==> src/rtl/ahb_pkg.sv <==
// AHB-Lite encodings and LSU master FSM state type shared across the LSU slice.
package ahb_pkg;

  localparam logic [1:0] HTRANS_IDLE   = 2'b00;
  localparam logic [1:0] HTRANS_BUSY   = 2'b01;
  localparam logic [1:0] HTRANS_NONSEQ = 2'b10;
  localparam logic [1:0] HTRANS_SEQ    = 2'b11;

  localparam logic [2:0] HSIZE_BYTE = 3'b000;
  localparam logic [2:0] HSIZE_HALF = 3'b001;
  localparam logic [2:0] HSIZE_WORD = 3'b010;

  localparam logic [2:0] HBURST_SINGLE = 3'b000;

  localparam logic [1:0] HRESP_OKAY  = 2'b00;
  localparam logic [1:0] HRESP_ERROR = 2'b01;

  // Core-side request size codes
  localparam logic [1:0] SIZE_BYTE    = 2'b00;
  localparam logic [1:0] SIZE_HALF    = 2'b01;
  localparam logic [1:0] SIZE_WORD    = 2'b10;
  localparam logic [1:0] SIZE_ILLEGAL = 2'b11;

  typedef logic [1:0] lsu_state_t;
  localparam lsu_state_t ST_IDLE = 2'd0;
  localparam lsu_state_t ST_ADDR = 2'd1;
  localparam lsu_state_t ST_DATA = 2'd2;
  localparam lsu_state_t ST_RESP = 2'd3;

endpackage

==> src/rtl/lsu_lane_align.sv <==
// Byte-lane steering for the LSU: store data replicated across lanes,
// load data extracted from its lane and sign/zero extended.
module lsu_lane_align
  import ahb_pkg::*;
(
  input  logic [1:0]  size,
  input  logic [1:0]  addr_lo,
  input  logic        is_unsigned,
  input  logic [31:0] wdata,
  input  logic [31:0] rdata,
  output logic [31:0] wdata_lanes,
  output logic [31:0] rdata_ext
);

  logic [7:0]  rd_byte;
  logic [15:0] rd_half;

  // Lane replication for stores and lane select + extension for loads
  always_comb begin
    rd_byte     = rdata[{addr_lo, 3'b000} +: 8];
    rd_half     = addr_lo[1] ? rdata[31:16] : rdata[15:0];
    wdata_lanes = wdata;
    rdata_ext   = rdata;
    case (size)
      SIZE_BYTE: begin
        wdata_lanes = {4{wdata[7:0]}};
        rdata_ext   = {{24{~is_unsigned & rd_byte[7]}}, rd_byte};
      end
      SIZE_HALF: begin
        wdata_lanes = {2{wdata[15:0]}};
        rdata_ext   = {{16{~is_unsigned & rd_half[15]}}, rd_half};
      end
      default: begin
        wdata_lanes = wdata;
        rdata_ext   = rdata;
      end
    endcase
  end

endmodule

==> src/rtl/ahb_lsu_master.sv <==
// Single-outstanding load/store unit bridging a core request port to an
// AHB-Lite master. Optional build macro: LSU_MISALIGN_CHECK_EN rejects
// misaligned half/word requests locally instead of issuing them.
//
// state | meaning
// IDLE  | ready for a request; req_ready=1
// ADDR  | NONSEQ address phase, held until HREADY
// DATA  | data phase, HWDATA driven, HRDATA/HRESP captured on HREADY
// RESP  | one-cycle rsp_valid pulse back to the core
module ahb_lsu_master
  import ahb_pkg::*;
#(
  parameter int unsigned HREADY_TIMEOUT = 255
) (
  input  logic        HCLK,
  input  logic        HRESET,
  input  logic        req_valid,
  output logic        req_ready,
  input  logic [31:0] req_addr,
  input  logic        req_we,
  input  logic [1:0]  req_size,
  input  logic        req_unsigned,
  input  logic [31:0] req_wdata,
  output logic        rsp_valid,
  output logic [31:0] rsp_rdata,
  output logic        rsp_err,
  output logic [31:0] HADDR,
  output logic [1:0]  HTRANS,
  output logic        HWRITE,
  output logic [2:0]  HSIZE,
  output logic [2:0]  HBURST,
  output logic [31:0] HWDATA,
  input  logic [31:0] HRDATA,
  input  logic        HREADY,
  input  logic [1:0]  HRESP
);

  localparam int CW = (HREADY_TIMEOUT > 1) ? $clog2(HREADY_TIMEOUT + 1) : 1;
  localparam logic [CW-1:0] TO_LOAD = CW'(HREADY_TIMEOUT);

  lsu_state_t  st;
  logic [31:0] a_addr;
  logic        a_we;
  logic [1:0]  a_size;
  logic        a_uns;
  logic [31:0] a_wdata;
  logic [CW-1:0] wait_cnt;
  logic [31:0] wdata_lanes;
  logic [31:0] rdata_ext;
  logic        reject;
  logic        timeout_hit;
  logic        unused_resp_hi;

  // Only the error bit of HRESP is meaningful on AHB-Lite
  assign unused_resp_hi = HRESP[1];

  // Requests that complete locally without touching the bus
  always_comb begin
    reject = (req_size == SIZE_ILLEGAL);
`ifdef LSU_MISALIGN_CHECK_EN
    if ((req_size == SIZE_HALF && req_addr[0]) ||
        (req_size == SIZE_WORD && req_addr[1:0] != 2'b00))
      reject = 1'b1;
`endif
  end

  // Down-counter reaches its terminal count on the last permitted wait cycle
  assign timeout_hit = (HREADY_TIMEOUT != 0) && !HREADY && (wait_cnt == CW'(1));

  lsu_lane_align u_align (
    .size        (a_size),
    .addr_lo     (a_addr[1:0]),
    .is_unsigned (a_uns),
    .wdata       (a_wdata),
    .rdata       (HRDATA),
    .wdata_lanes (wdata_lanes),
    .rdata_ext   (rdata_ext)
  );

  assign req_ready = (st == ST_IDLE) && !HRESET;
  assign HTRANS    = (st == ST_ADDR) ? HTRANS_NONSEQ : HTRANS_IDLE;
  assign HADDR     = a_addr;
  assign HWRITE    = a_we;
  assign HSIZE     = {1'b0, a_size};
  assign HBURST    = HBURST_SINGLE;
  assign HWDATA    = (st == ST_DATA) ? wdata_lanes : 32'h0;

  // Access sequencing, wait-state timeout and response capture
  always_ff @(posedge HCLK) begin
    if (HRESET) begin
      st        <= ST_IDLE;
      a_addr    <= 32'h0;
      a_we      <= 1'b0;
      a_size    <= 2'b00;
      a_uns     <= 1'b0;
      a_wdata   <= 32'h0;
      wait_cnt  <= '0;
      rsp_valid <= 1'b0;
      rsp_err   <= 1'b0;
      rsp_rdata <= 32'h0;
    end else begin
      rsp_valid <= 1'b0;
      rsp_err   <= 1'b0;
      rsp_rdata <= 32'h0;
      case (st)
        ST_IDLE: begin
          if (req_valid) begin
            a_addr  <= req_addr;
            a_we    <= req_we;
            a_size  <= req_size;
            a_uns   <= req_unsigned;
            a_wdata <= req_wdata;
            if (reject) begin
              st        <= ST_RESP;
              rsp_valid <= 1'b1;
              rsp_err   <= 1'b1;
            end else begin
              st       <= ST_ADDR;
              wait_cnt <= TO_LOAD;
            end
          end
        end
        ST_ADDR: begin
          if (HREADY) begin
            st       <= ST_DATA;
            wait_cnt <= TO_LOAD;
          end else if (timeout_hit) begin
            st        <= ST_RESP;
            rsp_valid <= 1'b1;
            rsp_err   <= 1'b1;
          end else begin
            wait_cnt <= wait_cnt - CW'(1);
          end
        end
        ST_DATA: begin
          if (HREADY) begin
            st        <= ST_RESP;
            rsp_valid <= 1'b1;
            rsp_err   <= HRESP[0];
            rsp_rdata <= (HRESP[0] || a_we) ? 32'h0 : rdata_ext;
          end else if (timeout_hit) begin
            st        <= ST_RESP;
            rsp_valid <= 1'b1;
            rsp_err   <= 1'b1;
          end else begin
            wait_cnt <= wait_cnt - CW'(1);
          end
        end
        default: begin
          st       <= ST_IDLE;
          wait_cnt <= '0;
        end
      endcase
    end
  end

endmodule

==> config.mk <==
export PLATFORM = sky130hd
export DESIGN_NAME = ahb_lsu_master
export DESIGN_NICKNAME = d
export VERILOG_FILES = /design/src/rtl/ahb_pkg.sv /design/src/rtl/lsu_lane_align.sv /design/src/rtl/ahb_lsu_master.sv
export SDC_FILE = /design/constraint.sdc
export NUM_CORES = 1
export LEC_CHECK = 0
export CAP_MARGIN = 20
export CORE_ASPECT_RATIO = 1.5
export CORE_UTILIZATION = 30
export DETAILED_ROUTE_END_ITERATION = 7
export HOLD_SLACK_MARGIN = 0.06
export PLACE_DENSITY = 0.72
export SYNTH_ARGS = -nofsm -noshare
export SYNTH_HDL_FRONTEND = slang
export SYNTH_SLANG_ARGS = --single-unit
==> constraint.sdc <==
create_clock -name HCLK -period 4.5 [get_ports HCLK]
set_input_delay 0.9 -clock HCLK [delete_from_list [all_inputs] [get_ports HCLK]]
set_output_delay 0.9 -clock HCLK [all_outputs]
set_load 0.02 [all_outputs]
[After elaboration in Yosys (flattened, before gate mapping)]
Index checks and enable logic that the tools add are counted.
Word-level totals
  output and inout port bits: 108
  register bits: 112
  bits of input ports: 106
Operators by class
  multiplexer cells: 25
  bitwise gates (word level): 5
  shift operators: 1
  reduce and logical (&&, ||, !) cells: 10
  add/sub/neg operators: 1
  eq/ne operators: 8
Operators by type and width (number)
  case mux 32 bit (2 select lines): 2
  2-to-1 mux 8 bit: 5
  2-to-1 mux 32 bit: 1
  indexed part select 32 x 6 -> 8 bit: 1
  case mux 8 bit (3 select lines): 1
  2-to-1 mux 16 bit: 1
  2-to-1 mux 2 bit: 6
  == test 8 x 1 -> 1 bit (second input constant): 1
  subtractor 8 x 1 -> 8 bit (second input constant): 1
  2-to-1 mux 1 bit: 6
  inequality test 2 bit (second input constant): 3
  case mux 1 bit (3 select lines): 2
  case mux 2 bit (3 select lines): 1
  == test 2 x 1 -> 1 bit (second input constant): 2
  == test 2 bit (second input constant): 2
  logical NOT 2 bit: 2
  OR reduction 4 bit: 1
  NOT 1 bit: 3
  AND reduction 3 bit: 1
  bitwise AND 1 bit: 2
  logical AND 1 bit: 2
  logical NOT 1 bit: 2
  AND reduction 2 bit: 1
  logical OR 1 bit: 1

[Depth between registers and ports, before layout]
Gate-level depths: netlist (run 1).
  depth after elaboration: 5
  mapped depth: 7
  gate-level depth less buffers: 6

[Hierarchy]
Synthesis (run 1) repeated with hierarchy kept, for this count alone.
Unflattened totals
  cells, all modules: 671
  area, all modules: 5312.6 um2
Modules (own cells, without submodules)
  ahb_lsu_master: area each 4197.8 um2, times used 1, cells an instance 502, sequential area each 2242.2 um2
  lsu_lane_align: area each 1114.8 um2, times used 1, cells an instance 169, sequential area each 0.0 um2

[Worst setup path before layout (run 1)]
Ideal clock, no wire load.
  path kind: reg2out
  start point: reg a_size[1]
  end point: out HWDATA[24]
  stages on the path, launching flop included: 6
  data arrival time: 1.557 ns
  setup slack: 2.043 ns
  cells stage by stage: dfxtp_1 > buf_2 > buf_2 > buf_1 > a21oi_1 > nor2_1
On the way
  longest elaborated chain between the ends: 3
  elaborated cells on any way between the ends: 4
  classes of those cells: eq/ne (1); mux (2); reduce/logical (1)
Ends and longest elaborated chain
  start: declaration: RTL line ahb_lsu_master.sv:44  | logic [1:0] a_size;
  start signal: assignment: RTL line ahb_lsu_master.sv:110  | a_size <= req_size;
  == test 2 x 1 -> 1 bit / logical NOT 2 bit (equally long branches): RTL line lsu_lane_align.sv:24  | case (size)
  case mux 32 bit (2 select lines) *: RTL line lsu_lane_align.sv:24
  2-to-1 mux 32 bit *: RTL line ahb_lsu_master.sv:86  | assign HWDATA = (st == ST_DATA) ? wdata_lanes : 32'h0;
  end: declaration: RTL line ahb_lsu_master.sv:32  | output logic [31:0] HWDATA,
Mark *: on every way between the ends. The rest lies on a longest branch, timed or not.

[Worst setup path after layout (run 1)]
  start point: reg a_size[1]
  end point: out HWDATA[15]
Same word-level chain as after synthesis.

==> flow_metrics.py, run 1 <==
metrics = {
    "status": {
        "status": "finished clean",
    },
    "global_routing": {
        "grt_pass1_vias": 4878,
        "grtUsageTotal_pct": 18.3,
        "overflow": 0,
        "grt_antenna_before_repair": 0,
        "grt_max_degree": 76,
        "grt_pass1_wl_um": 25000,
    },
    "critical_path": {
        "start_kind": "flip-flop",
        "cp_cell_sequence": "or2_2, nand2_1, a21oi_1, clkdlybuf4s50_1",
        "crit_arrival_ns": 2.54,
        "cp_top_family": "flip-flops",
        "cp_slowest_cell": "dfxtp_2",
        "cp_max_fo": 39,
        "end_kind": "output port",
        "path_buf_inv": 1,
        "required_ns": 3.60,
        "rrSetupSlack_ns": 2.20,
        "slowest_delay_ns": 0.89,
        "path_class": "flip-flop to output port",
    },
    "layout": {
        "antenna_cells": 0,
        "area_growth_pct": 47.8,
        "final_nets": 933,
        "finish.utilization_pct": 45.2,
        "final_area_um2": 7550,
        "drive_gt1_share_pct": 7.95,
    },
    "power_and_ir_drop": {
        "powerDensity_nw_per_um2": 328,
        "p_clk_share_pct": 32.2,
        "netSwitchingFraction_pct": 31.4,
        "leakage_nw": 2.71,
        "ir_drop_mv": 0.229,
        "power_frac_seq_pct": 45.1,
        "p_sw_mw": 0.778,
        "power_mw": 2.48,
        "p_int_mw": 1.70,
        "power_frac_comb_pct": 22.7,
    },
    "synth": {
        "synth_edf_count": 0,
        "synth.avg_cell_area_um2": 7.88,
        "ys_seq_area_share_pct": 43.9,
        "synth_top_flop_cell": "dfxtp_1",
        "syn_inst": 648,
        "ys_ff_latch": 112,
        "yosys.cell_types.count": 56,
        "syn_area_um2": 5100,
        "synthArstFlopShare_pct": 0,
        "synth_warnings": 0,
    },
    "routing": {
        "drtPass1Iterations": 5,
        "routed_wl_um": 16100,
        "via_per_inst": 4.89,
        "drtIter0Drc": 253,
        "wl_per_cell_um": 15.5,
        "ant_nets": 0,
        "via_count": 5089,
        "drc_errors": 0,
    },
    "die": {
        "initial_core_util_pct": 30.6,
        "fp.dieH_um": 162,
        "ios": 214,
        "rows": 58,
        "die_area_um2": 17600,
        "die_x_um": 109,
        "core_um2": 16700,
    },
    "cts": {
        "cts-buffers-inserted": 9,
        "cts_resized": 0,
        "ctsHoldBuffers": 0,
        "cts_root_buffer": "clkbuf_16",
        "cts.clk_slew.worst_paths_ns": 0.07,
        "clock_latency_ns": 0.36,
        "cts_tree": "built",
        "cts_setup_buffers": 0,
        "h-tree-depth": 3,
        "cts.path.max_buffers": 2,
        "cts.sink_count": 112,
    },
    "placement": {
        "io_buffers": 207,
        "place_hpwl_um": 11500,
        "dpl_cell_area_um2": 7260,
        "gp_congestion": 0.838,
    },
    "timing": {
        "worstMarginPinSlew_ns": 0.915,
        "finalCriticalPeriod_ns": 3.44,
        "setup_viol_count_final": 0,
        "fmax_ghz": 0.291,
        "timing.hold.ws_ns": 0.455,
        "setup_tns_ns": 0,
        "slew_headroom_pct": 38.8,
        "drv_slew": 0,
        "fin_crit_sh_pct": 76.5,
        "hold_viol": 0,
        "clock_skew_ns": 0.0112,
        "rsz0062_at_grt": "false",
    },
    "worst_hold_path": {
        "hold_path_class": "flip-flop to flip-flop",
    },
    "flow_run": {
        "cap_violations": 0,
    },
}
## Yosys cell counts, drive strengths merged (2+ instances only)
cell type / count / share of area, %
nand2b: 3 / 0.37
nand3b: 2 / 0.29
mux2: 7 / 1.5
and2: 3 / 0.37
nor2: 48 / 3.6
buf: 30 / 3.6
nand2: 188 / 14
nor3b: 2 / 0.29
a222oi: 8 / 1.6
and3: 8 / 0.98
ha: 2 / 0.49
clkbuf: 26 / 1.9
a311o: 2 / 0.39
nor2b: 3 / 0.37
a31oi: 3 / 0.37
o22ai: 4 / 0.76
a41o: 2 / 0.39
dfxtp: 112 / 44
inv: 19 / 1.4
o32ai: 2 / 0.49
a221oi: 8 / 2.2
a211oi: 2 / 0.39
mux2i: 18 / 3.5
nor4: 2 / 0.54
nor3: 2 / 0.20
o21ai: 15 / 1.5
a21oi: 110 / 12
nand3: 3 / 0.29
## worst min-delay path: cells and delay by family (launching register included)
family | cells | cell delay [ns]
flip-flops | 1 | 0.31
AND/OR/NAND/NOR | 1 | 0.05
AO/OA/AOI/OAI | 1 | 0.05
## per-stage QoR
step	std cells	setup WS (ns)
4_1_cts	1040	1.04
5_1_grt	1040	0.912
3_3_place_gp	1024	1.32
3_5_place_dp	1024	1.31
6_report	1040	1.06
2_1_floorplan	652	2.04
## sequential cells by signal, summed over array words and instances, names as in the netlist
signal	count
HWRITE	1
HADDR	32
rsp_valid	1
a_size	2
rsp_rdata	32
rsp_err	1
wait_cnt	8
a_uns	1
a_wdata	32
st	2
## area by class of cell
class                      instances  area (µm²)
clock inverter                     7        62.6
multi-input combinational        465        2530
timing repair buffer             218        2150
fill                            1672        9150
tap                              210         263
clock buffer                       9         225
sequential                       112        2240
inverter                          19        71.3
## worst paths after layout
path | end | depth (start not counted) | from
hold / removal | a_uns | 2 | a_uns
hold reg to reg | a_uns | 2 | a_uns
setup / recovery | HWDATA[15] | 4 | a_size[1]
setup reg to reg | rsp_rdata[17] | 5 | a_size[1]
## cell families (layout without fill, tap and decap cells)
logic type               count (synthesis)  after routing  share of synthesized area, %
other                                    1              5                        0.0735
multiplexers                            25             25                          5.07
buffers and inverters                   75            253                          6.86
flip-flops                             112            112                          43.9
adder cells (fa/ha/maj)                  2              2                         0.490
AND/OR/NAND/NOR                        269            269                          22.4
AO/OA/AOI/OAI                          164            164                          21.2
## layer usage
metal  vias to the layer above  share of wire [%]  global-route usage, %
met3                        25                6.7                   4.86
li1                       2526                  -                      -
met1                      2368                 40                   20.6
met2                       170                 51                   32.6
met5                         -                  0                      0
met4                         0                2.4                   6.51
## power by group through the flow
stage	Clock (mW)	Sequential [mW]	Combinational [mW]
6_report	0.797	1.12	0.562
5_1_grt	0.856	1.13	0.613
3_5_place_dp	0	1.14	0.561
4_1_cts	0.813	1.12	0.564
2_1_floorplan	0	1.15	0.319
3_3_place_gp	0	1.14	0.559
## placed cells by master (no fill, tap or decap), types with 9 or more instances in the layout
cell               n
inv_1             19
nor2_1            47
mux2i_1           18
clkdlybuf4s50_1  206
o21ai_0           13
dfxtp_1          111
a21oi_2           10
clkbuf_16          9
buf_4             11
a21oi_1           99
nand2_1          185
(Power assumes the default switching activity.)
==> inputs of run 2 (changes only) <==
--- a/config.mk
+++ b/config.mk
@@ -10,7 +10,7 @@
 export CORE_UTILIZATION = 30
 export DETAILED_ROUTE_END_ITERATION = 7
 export HOLD_SLACK_MARGIN = 0.06
-export PLACE_DENSITY = 0.72
+export PLACE_DENSITY = 0.74
 export SYNTH_ARGS = -nofsm -noshare
 export SYNTH_HDL_FRONTEND = slang
 export SYNTH_SLANG_ARGS = --single-unit
==> constraint.sdc (replaced) <==
create_clock -name HCLK -period 2.8 [get_ports HCLK]
set_input_delay 0.56 -clock HCLK [delete_from_list [all_inputs] [get_ports HCLK]]
set_output_delay 0.56 -clock HCLK [all_outputs]
set_load 0.02 [all_outputs]
==> flow_metrics.py, run 2 (synthesis gave the netlist of run 1 again) <==
metrics = {
    "cts": {
        "cts.path.max_buffers": 2,
        "cts.sink_count": 112,
        "cts.clk_slew.worst_paths_ns": 0.07,
        "cts-buffers-inserted": 9,
        "cts_setup_buffers": 0,
        "h-tree-depth": 3,
        "clock_latency_ns": 0.35,
        "ctsHoldBuffers": 0,
        "cts_root_buffer": "clkbuf_16",
        "cts_resized": 0,
        "cts_tree": "built",
    },
    "critical_path": {
        "start_kind": "flip-flop",
        "cpMostUsedCell": "nor2_1",
        "end_kind": "output port",
        "cp_top_family": "buffers and inverters",
        "cp_max_fo": 7,
        "required_ns": 2.24,
        "path_class": "flip-flop to output port",
        "path_buf_inv": 2,
        "crit_arrival_ns": 2.08,
        "cp_slowest_cell": "clkdlybuf4s50_1",
        "slowest_delay_ns": 0.55,
        "rrSetupSlack_ns": 0.72,
        "cp_cell_sequence": "buf_4, mux2i_1, nor2_1, a21oi_1, nor2_1, clkdlybuf4s50_1",
    },
    "timing": {
        "hold_viol": 0,
        "setup_tns_ns": 0,
        "drv_slew": 0,
        "finalCriticalPeriod_ns": 2.64,
        "fmax_ghz": 0.378,
        "rsz0062_at_grt": "false",
        "timing.hold.ws_ns": 0.454,
        "slew_headroom_pct": 48.4,
        "fin_crit_sh_pct": 94.4,
        "worstMarginPinSlew_ns": 0.774,
        "clock_skew_ns": 0.0169,
        "setup_viol_count_final": 0,
    },
    "routing": {
        "top_layer_used": "met4",
        "route.met2.wl_um": 8230,
        "wl_per_cell_um": 15.3,
        "via_per_inst": 4.88,
        "drtPass1Iterations": 5,
        "routed_wl_um": 15900,
        "ant_nets": 0,
        "dr_wl_met3_um": 984,
        "drt-met1-wl_um": 6280,
        "drc_errors": 0,
        "via_count": 5090,
        "drtIter0Drc": 251,
    },
    "die": {
        "ios": 214,
        "initial_core_util_pct": 30.6,
        "die_x_um": 109,
        "die_area_um2": 17600,
        "rows": 58,
        "fp.dieH_um": 162,
        "core_um2": 16700,
    },
    "power_and_ir_drop": {
        "power_frac_seq_pct": 44.8,
        "p_clk_share_pct": 32.1,
        "p_int_mw": 2.76,
        "ir_drop_mv": 0.273,
        "leakage_nw": 2.73,
        "p_sw_mw": 1.23,
        "powerDensity_nw_per_um2": 526,
        "netSwitchingFraction_pct": 30.7,
        "power_frac_comb_pct": 23.1,
    },
    "layout": {
        "layout_commonest_cell": "clkdlybuf4s50_1",
        "final_nets": 935,
        "antenna_cells": 0,
        "drive_gt1_share_pct": 8.05,
        "area_growth_pct": 48.6,
        "final_cell_mix": "clkdlybuf4s50_1, nand2_1, dfxtp_1, a21oi_1, nor2_1",
    },
    "global_routing": {
        "grt_max_degree": 70,
        "overflow": 0,
        "grt_pass1_vias": 4818,
        "grt_antenna_before_repair": 0,
        "grtUsageTotal_pct": 17.7,
        "grt_pass1_wl_um": 24500,
    },
    "worst_hold_path": {
        "hold_path_class": "flip-flop to flip-flop",
    },
    "status": {
        "status": "finished clean",
    },
    "flow_run": {
        "cap_violations": 0,
    },
    "placement": {
        "gp_congestion": 0.818,
        "place_hpwl_um": 11300,
        "io_buffers": 207,
    },
}
run 2: area by class of cell:
type	count	area [µm²]
repair buffers	220	2190
multi-input cells	465	2530
well taps	210	263
inverters	19	71.3
fillers	1682	9110
clock inverters	5	43.8
flip-flops and latches	112	2240
clock buffers	11	243
run 2: power by group through the flow:
stage               Clock (mW)  Sequential, mW  Combinational (mW)
floorplan                    0            1.85               0.512
global placement             0            1.82               0.916
detailed placement           0            1.82               0.927
CTS                       1.32            1.79               0.930
global route              1.37            1.80                1.00
finish                    1.28            1.79               0.921
run 2: path summary, 6_finish.rpt:
path | to | cells after the start | start
hold reg to reg | HADDR[5] | 2 | HADDR[5]
setup reg to reg | rsp_rdata[3] | 4 | HADDR[1]
hold / removal | HADDR[5] | 2 | HADDR[5]
setup / recovery | HWDATA[25] | 6 | a_size[0]
run 2: tightest hold or removal path, stage by stage, from the launching register on:
cell and delay, ns:
dfxtp_1 0.31, nand2_1 0.05, a21oi_1 0.05
run 2: through the flow:
step | setup slack [ns] | total power, mW | cell area [µm²] | util (%) | cells
after floorplan | 0.683 | 2.36 | 5120 | - | 652
after global placement | 0.424 | 2.73 | 7300 | 43.7 | 1026
after detailed placement | 0.378 | 2.75 | 7300 | 43.7 | 1026
after CTS | 0.113 | 4.03 | 7580 | 45.4 | 1042
after global routing | 0.0186 | 4.17 | 7580 | 45.4 | 1042
final | 0.155 | 3.99 | 7580 | 45.4 | 1042
run 2: routing by layer:
layer,vias up,GRT usage (%)
met2,171,32.2
met1,2368,19.6
li1,2527,-
met3,24,3.77
met4,0,7.31
met5,-,0
==> inputs of run 3 (changes only) <==
--- a/config.mk
+++ b/config.mk
@@ -9,6 +9,7 @@
 export CORE_ASPECT_RATIO = 1.5
 export CORE_UTILIZATION = 30
 export DETAILED_ROUTE_END_ITERATION = 7
+export GPL_ROUTABILITY_DRIVEN = 1
 export HOLD_SLACK_MARGIN = 0.06
 export PLACE_DENSITY = 0.74
 export SYNTH_ARGS = -nofsm -noshare
==> results of run 3 <==
Same layout as run 2: the final DEF is identical, and so are final timing and power.
==> edit, RTL diff (config.mk and constraints of run 2) <==
Change the parameter `HREADY_TIMEOUT` from 255 to 510.
--- a/src/rtl/ahb_lsu_master.sv
+++ b/src/rtl/ahb_lsu_master.sv
@@ -10,7 +10,7 @@
 module ahb_lsu_master
   import ahb_pkg::*;
 #(
-  parameter int unsigned HREADY_TIMEOUT = 255
+  parameter int unsigned HREADY_TIMEOUT = 510
 ) (
   input  logic        HCLK,
   input  logic        HRESET,
Check against the original RTL: same outputs for any inputs over 4 cycles, from zero or initial values and one cycle with HRESET high; that may be too few to reach the edited logic, so the function may still have changed.
==> edit against run 2 <==
  * Synthesized area is 0.98% lower
  * Design area is 4.1% higher
  * Register-to-register slack worse by 30 ps
  * Power is 19% higher
  * Wire length is 5.1% higher
  * Core utilization is 2.9 points higher
  * Largest cell class unchanged
  * Critical path depth is 1 lower
  * Worst setup slack worse by 10 ps
  * Combinational power is 1% higher
  * Non-clock buffer count is 10 higher
  * Sequential cell count is 1 higher
==> edit: results (changes against run 2) <==
| Metric | Value |
|---|---|
| Status | completed |
| Worst-skew pair later-pin latency | 410 ps (+60 ps) |
| Cell total after placement | 1047 (+2.0%) |
| Layout Nets | 968 (+3.5%) |
| Leak pwr | 0.002890 uW (+6.1%) |
| Synth top cells by count | 192 x nand2_1, 113 x dfxtp_1, 108 x a21oi_1 |
| GR Util met1 | 20.78% (+1.2 points) |
| Slew HR | 50.42% (+2.0 points) |
| Iteration-0 DRC Markers | 264 (+5.2%) |
| Cell variety after synth | 57 (+1.8%) |
| Reg2reg setup slack | 690 ps (-30 ps) |
| Register area share after synthesis | 44.75% (+0.83 points) |
| Wire per inst | 15.50 um (+1.5%) |
| TritonCTS buffer count | 17 (+8) |
| Largest net degree at the start of global routing | 50 (-29%) |
| Slowest stage delay, CP | 650 ps (+100 ps) |
| Initial antenna violation count | 1 (+1) |
| Crit path launch | a_size[1] |
| Final WL | 16720 um (+5.1%) |
| Register-to-Register Path Depth | 5 (+1) |
| Met2 Resource Use GR | 33.47% (+1.3 points) |
| Sw Ratio | 30.19% (-0.54 points) |
| H-tree lvl count | 4 (+1) |
| DP HPWL | 12060 um (+6.6%) |
| Met3 GRT Util | 4.762% (+0.99 points) |
| RePlAce Congestion | 0.8020 (-2.0%) |
| Worst R2R Start | wait_cnt[0] |
==> edit: cell count changes after synthesis, sizes merged, moves of 4 or more <==
cell	change
buf	-15
clkbuf	+13
and2	+8
nor2	-8
and3	-7
o21ai	+6
a22o	+4
nand2	+4
or4	+4
==> edit: worst min-delay path by stage <==
stage	start	endpoint	slack [ps]	cells past startpoint
finish	HADDR[13]	HADDR[13]	450	2
global placement	HADDR[27]	HADDR[27]	440	2
global route	HADDR[5]	HADDR[5]	470	2
floorplan	a_wdata[16]	a_wdata[16]	440	2
detailed placement	HADDR[27]	HADDR[27]	450	2
CTS	HADDR[27]	HADDR[27]	450	2
==> edit: layout make-up <==
class | count | share of cell area, %
multi-input cells | 481 | 31.92
flip-flops and latches | 113 | 28.66
repair buffers | 230 | 28.35
clock buffers | 17 | 5.386
inverters | 17 | 0.8079
clock inverters | 15 | 1.616
well taps | 206 | 3.263
==> edit: metal layers <==
layer  vias up  routed length (um)
met2       224                8500
met3        37                1197
met4         0                 625
met5         -                   0
met1      2461                6398
li1       2651                   -
==> edit: per-stage QoR <==
step	setup WS, ps	area (sq um)
2_1_floorplan	597.4	5070
3_3_place_gp	347.7	7343
3_5_place_dp	308.5	7343
4_1_cts	119.6	7896
5_1_grt	5.100	7899
6_report	145.4	7899
==> edit: timing repair <==
action | 4_1_cts | 5_1_grt
gates resized for setup | 0 | 1
setup endpoints to repair | 0 | 2
endpoints found under the hold margin | 0 | 0
setup buffers | 0 | 0
==> edit: cells by family (layout without fill, tap and decap cells) <==
logic type | Yosys count | after routing | synth area share, %
simple gates | 269 | 269 | 22.30
compound gates | 182 | 182 | 21.63
flops | 113 | 113 | 44.75
buf+inv | 71 | 279 | 5.792
mux | 23 | 23 | 4.950
fa+ha+maj | 2 | 2 | 0.4950
other cells | 1 | 5 | 0.07419
==> edit: power groups by stage <==
stage / Sequential [uW] / Combinational [uW] / Clock (uW)
after floorplan: 1860 / 488 / 0
after global placement: 1830 / 923 / 0
after detailed placement: 1830 / 931 / 0
after CTS: 1800 / 937 / 2050
after global routing: 1810 / 1020 / 2110
final: 1800 / 934 / 2000
==> edit: worst max-delay path: cells and delay by family (launching register included) <==
family | cells | cell delay, ps
buf+inv | 2 | 870
flops | 1 | 330
compound gates | 1 | 140
simple gates | 2 | 340
